File: config.mk
export PLATFORM = sky130hd
export DESIGN_NAME = rps_guide_parser
export DESIGN_NICKNAME = d
export VERILOG_FILES = /design/src/rtl/rps_guide_parser.sv
export SDC_FILE = /design/constraint.sdc
export NUM_CORES = 1
export LEC_CHECK = 0
export ABC_AREA = 1
export CORE_MARGIN = 2
export CORE_UTILIZATION = 56
export DETAILED_ROUTE_END_ITERATION = 6
export PLACE_DENSITY_LB_ADDON = 0.08
export SYNTH_ARGS = -nofsm -noshare
export SYNTH_HDL_FRONTEND = slang
export SYNTH_SLANG_ARGS = --single-unit
File: constraint.sdc
create_clock -name clk -period 2.32 [get_ports clk]
set_input_delay 0.464 -clock clk [delete_from_list [all_inputs] [get_ports clk]]
set_output_delay 0.464 -clock clk [all_outputs]
set_load 0.01 [all_outputs]
File: src/rtl/rps_guide_parser.sv
// rtl/rps_guide_parser.sv - ASCII strategy-guide parser driving moves and a play strobe into the RPS scorer
// Optional CR-LF line endings are enabled with RPS_PARSER_CRLF_EN.
module rps_guide_parser #(
    parameter int CNT_W = 16
) (
    input  logic             clk,
    input  logic             rst,
    input  logic [7:0]       byte_in,
    input  logic             byte_valid,
    output logic             byte_ready,
    output logic [1:0]       player1_move,
    output logic [1:0]       player2_raw,
    output logic             play,
    output logic [CNT_W-1:0] round_count,
    output logic             parse_error,
    output logic             done
);
    localparam logic [7:0] CH_LF  = 8'h0A;
    localparam logic [7:0] CH_EOT = 8'h04;
    localparam logic [7:0] CH_SP  = 8'h20;
    localparam logic [7:0] CH_A   = 8'h41;
    localparam logic [7:0] CH_B   = 8'h42;
    localparam logic [7:0] CH_C   = 8'h43;
    localparam logic [7:0] CH_X   = 8'h58;
    localparam logic [7:0] CH_Y   = 8'h59;
    localparam logic [7:0] CH_Z   = 8'h5A;
`ifdef RPS_PARSER_CRLF_EN
    localparam logic [7:0] CH_CR  = 8'h0D;
`endif

    typedef enum logic [3:0] {
        S_P1, S_SP, S_P2, S_EOL, S_SETUP, S_PLAY, S_ERR, S_DONE, S_CR
    } state_t;

    state_t     state;
    logic [1:0] p1;
    logic [1:0] p2;
    logic       last;
    logic       accept;

    assign accept = byte_valid & byte_ready;

    always_ff @(posedge clk) begin
        if (rst) begin
            state        <= S_P1;
            p1           <= 2'b00;
            p2           <= 2'b00;
            last         <= 1'b0;
            player1_move <= 2'b00;
            player2_raw  <= 2'b00;
            play         <= 1'b0;
            round_count  <= '0;
            parse_error  <= 1'b0;
            done         <= 1'b0;
            byte_ready   <= 1'b1;
        end else begin
            play <= 1'b0;
            case (state)
                S_P1: if (accept) begin
                    case (byte_in)
                        CH_A: begin p1 <= 2'b01; state <= S_SP; end
                        CH_B: begin p1 <= 2'b10; state <= S_SP; end
                        CH_C: begin p1 <= 2'b11; state <= S_SP; end
                        CH_LF: state <= S_P1;
`ifdef RPS_PARSER_CRLF_EN
                        CH_CR: state <= S_P1;
`endif
                        CH_EOT: begin
                            state      <= S_DONE;
                            done       <= 1'b1;
                            byte_ready <= 1'b0;
                        end
                        default: begin state <= S_ERR; parse_error <= 1'b1; end
                    endcase
                end
                S_SP: if (accept) begin
                    if (byte_in == CH_SP) begin
                        state <= S_P2;
                    end else begin
                        state       <= S_ERR;
                        parse_error <= 1'b1;
                    end
                end
                S_P2: if (accept) begin
                    case (byte_in)
                        CH_X: begin p2 <= 2'b01; state <= S_EOL; end
                        CH_Y: begin p2 <= 2'b10; state <= S_EOL; end
                        CH_Z: begin p2 <= 2'b11; state <= S_EOL; end
                        default: begin state <= S_ERR; parse_error <= 1'b1; end
                    endcase
                end
                // Moves are published here so they lead the play strobe by one cycle.
                S_EOL: if (accept) begin
                    case (byte_in)
                        CH_LF, CH_EOT: begin
                            state        <= S_SETUP;
                            player1_move <= p1;
                            player2_raw  <= p2;
                            byte_ready   <= 1'b0;
                            last         <= (byte_in == CH_EOT);
                        end
`ifdef RPS_PARSER_CRLF_EN
                        CH_CR: state <= S_CR;
`endif
                        default: begin state <= S_ERR; parse_error <= 1'b1; end
                    endcase
                end
`ifdef RPS_PARSER_CRLF_EN
                S_CR: if (accept) begin
                    if (byte_in == CH_LF) begin
                        state        <= S_SETUP;
                        player1_move <= p1;
                        player2_raw  <= p2;
                        byte_ready   <= 1'b0;
                        last         <= 1'b0;
                    end else begin
                        state       <= S_ERR;
                        parse_error <= 1'b1;
                    end
                end
`endif
                S_SETUP: begin
                    state <= S_PLAY;
                    play  <= 1'b1;
                end
                S_PLAY: begin
                    if (round_count != '1)
                        round_count <= round_count + CNT_W'(1);
                    if (last) begin
                        state <= S_DONE;
                        done  <= 1'b1;
                    end else begin
                        state      <= S_P1;
                        byte_ready <= 1'b1;
                    end
                end
                S_ERR, S_DONE: begin
                end
                default: begin
                    state       <= S_ERR;
                    parse_error <= 1'b1;
                    byte_ready  <= 1'b1;
                end
            endcase
        end
    end
endmodule

==> impl_metrics.env <==
export IMPL_p_sw_mw=0.520
export IMPL_clkSlewWorstSetupHoldPaths_ns=0.10
export IMPL_cts_tree="built"
export IMPL_intPower_mw=0.877
export IMPL_synth_avg_cell_area_sq_um=6.07
export IMPL_drc=0
export IMPL_drt_pass1_iterations=4
export IMPL_drive_gt1_share_pct=4.62
export IMPL_slew_violations=0
export IMPL_dieWidth_um=61.9
export IMPL_p_seq_share_pct=45.8
export IMPL_yosys_top_cells_area="dfxtp_1 (34%), nand2_1 (19%), nor2_1 (9.6%)"
export IMPL_finalWorstSetupSlack_ns=0.471
export IMPL_combPwrFrac_pct=32.3
export IMPL_worst_setup_path_type="reg2out"
export IMPL_p_leak_nw=0.942
export IMPL_worst_path_buf_inv=1
export IMPL_worst_path_stages=1
export IMPL_cts_sinks=32
export IMPL_gp_congestion=0.889
export IMPL_die_y_um=61.9
export IMPL_max_slew_margin_pct=59.2
export IMPL_synthCells=309
export IMPL_arrival_ns=1.38
export IMPL_r2r_end="round_count[0]$_SDFFE_PP0P_"
export IMPL_peakVddDrop_mv=0.546
export IMPL_timing_rr_start="round_count[0]$_SDFFE_PP0P_"
export IMPL_synth_top_area_share_pct=34.2
export IMPL_yosysUniqueCellTypes=23
export IMPL_placementRows=21
export IMPL_diodes=0
export IMPL_yosysTopAreaCell="dfxtp_1"
export IMPL_synth_warnings=0
export IMPL_period_share_pct=79.7
export IMPL_crit_fanout=6
export IMPL_finalHoldViolations=0
export IMPL_ys_seq_area_share_pct=34.2
export IMPL_clock_path_buffers=2
export IMPL_status="finished clean"
export IMPL_core_sq_mm=0.00328
export IMPL_final_min_clock_period_ns=1.85
export IMPL_num_vias=1964
export IMPL_rsz0062_at_grt="false"
export IMPL_cts_max_level=2
export IMPL_area_growth_syn_to_layout_pct=22.6
export IMPL_endpoint_kind="output pin"
export IMPL_clkLatencyLatePin_ns=0.35
export IMPL_regToRegSetupSlack_ns=0.51
export IMPL_ys_ff_latch=32
export IMPL_hp_class="reg2reg"
export IMPL_cp_top_family="buffers and inverters"
export IMPL_r2r_cells=7
export IMPL_grt_pass1_vias=1625
export IMPL_cts_inserted_buffers=5
export IMPL_startpoint="round_count[2]$_SDFFE_PP0P_"
export IMPL_worst_slew_pin_slew_ns=0.607
export IMPL_synth_area_sq_mm=0.00187
export IMPL_wl_per_cell_um=11.0
export IMPL_antenna_found_initial=0
export IMPL_cp_cell_sequence="clkdlybuf4s50_1"
export IMPL_drtIter0Drc=150
export IMPL_pwr_density_cell_mw_per_mm2=608
export IMPL_finClkSkew_ns=0.0137
export IMPL_viasPerCell=5.01
export IMPL_portBuffers=34
export IMPL_place_ws_ns=0.246
export IMPL_grt_first_pass_wirelength_um=7180
export IMPL_clkPwrFrac_pct=21.9
export IMPL_root_buffer="clkbuf_4"
export IMPL_nets=358
export IMPL_cp_endpoint="round_count[2]"
export IMPL_grt_ovfl_total=0
export IMPL_die_area_sq_mm=0.00383
export IMPL_swShare_pct=37.2
export IMPL_grt_max_degree=22
export IMPL_cts_hold_buf=0
export IMPL_synth_net_count=321
export IMPL_fmax_mhz=541
export IMPL_slowest_delay_ns=0.60
export IMPL_grt_use_total_pct=25.2
export IMPL_setup_viol=0
export IMPL_initial_core_util_pct=57.1
export IMPL_slowest_stage="clkdlybuf4s50_1"
export IMPL_top_level_ports=35
export IMPL_hold_start="last$_SDFFE_PP0P_"
export IMPL_cp_required_ns=1.86
export IMPL_post_cts_buffers=0
export IMPL_finalSetupTns_ns=0
export IMPL_hpwl_um=3180
export IMPL_worst_setup_path_start_kind="flip-flop"
export IMPL_ant_nets=0
export IMPL_drv_cap=0
export IMPL_postCtsResizedCells=0
export IMPL_routed_wl_um=4330
logic make-up (layout without fill, tap and decap cells):
| group | Yosys count | after routing | share of synthesized area (%) |
|---|---|---|---|
| buffers and inverters | 48 | 85 | 10.1 |
| AOI/OAI and AO/OA | 45 | 45 | 12.8 |
| xor gates and xnor gates | 9 | 9 | 4.21 |
| and+or+nand+nor | 174 | 174 | 38.1 |
| adders and majority gates | 1 | 1 | 0.667 |
| DFF | 32 | 32 | 34.2 |
worst register-to-register path, stage by stage, from the launching register on:
cell	delay, ns
dfxtp_1	0.41
ha_1	0.28
nand3_1	0.15
inv_1	0.09
nand2_2	0.07
o21ai_2	0.49
o21ai_0	0.16
nor2_1	0.10
cell type report:
cell class              count  area, sq um
flip-flops and latches     32          641
fillers                   312          986
clock inverters             1         5.00
multi-input cells         229         1040
well taps                  46         57.6
clock buffers               6         41.3
inverters                  43          161
repair buffers             35          348
cell usage after synthesis:
cell and n:
nand2_1 96, nor2_1 48, inv_1 40, dfxtp_1 32
a21oi_1 26, o21ai_0 14, nand3_1 13, nand4_1 8
xor2_1 6, nor3_1 4, clkbuf_1 3, inv_2 3
xnor2_1 3, nor2_2 2, nor3_2 2, o21bai_1 2
a31oi_1 1, buf_2 1, buf_6 1, ha_1 1
nand2_2 1, o2111ai_1 1, o21ai_2 1
routing by layer:
metal	track usage, %	up-vias	part of all wire [%]
li1	-	1047	-
met1	37.3	862	52
met2	35.8	49	41
met3	6.21	6	5.7
met4	8.21	0	1.4
met5	0	-	0
cell usage in the layout (no fill, tap or decap), types with 2 or more instances in the layout:
cell             count
clkdlybuf4s50_1     34
nor2_2               2
nand3_1             13
a21oi_1             26
o21ai_0             14
nor3_1               4
xnor2_1              3
nand2_1             96
inv_1               40
xor2_1               6
nor3_2               2
nor2_1              48
dfxtp_1             32
nand4_1              8
o21bai_1             2
clkbuf_4             5
inv_2                3
worst min-delay path by stage:
| stage | endpoint | cells past startpoint | slack [ns] |
|---|---|---|---|
| 2_1_floorplan | last$_SDFFE_PP0P_ | 2 | 0.42 |
| 3_3_place_gp | last$_SDFFE_PP0P_ | 2 | 0.44 |
| 3_5_place_dp | last$_SDFFE_PP0P_ | 2 | 0.44 |
| 4_1_cts | last$_SDFFE_PP0P_ | 2 | 0.46 |
| 5_1_grt | done$_SDFFE_PP0P_ | 2 | 0.49 |
| 6_report | last$_SDFFE_PP0P_ | 2 | 0.46 |
metrics by stage:
step	hold slack (ns)	cell area, sq um	utilization, %	power, mW	instances
after floorplan	0.424	1870	-	0.960	309
after global placement	0.440	2250	68.6	1.09	385
after detailed placement	0.440	2250	68.6	1.09	385
after CTS	0.459	2300	70.0	1.40	392
after global routing	0.491	2300	70.0	1.49	392
final	0.456	2300	70.0	1.40	392
registers in the layout, summed over array words and instances, names as in the netlist:
register	flops
p1	2
parse_error	1
play	1
done	1
player1_move	2
round_count	16
state	3
byte_ready	1
player2_raw	2
p2	2
last	1
power by group through the flow:
stage                     Combinational, mW  Sequential (mW)  Clock [mW]
after global placement                0.437            0.652           0
after detailed placement              0.440            0.651           0
after global routing                  0.506            0.649       0.335
after floorplan                       0.305            0.655           0
after CTS                             0.444            0.640       0.315
final                                 0.451            0.640       0.307
No activity file was read; power rests on OpenSTA's default activity.
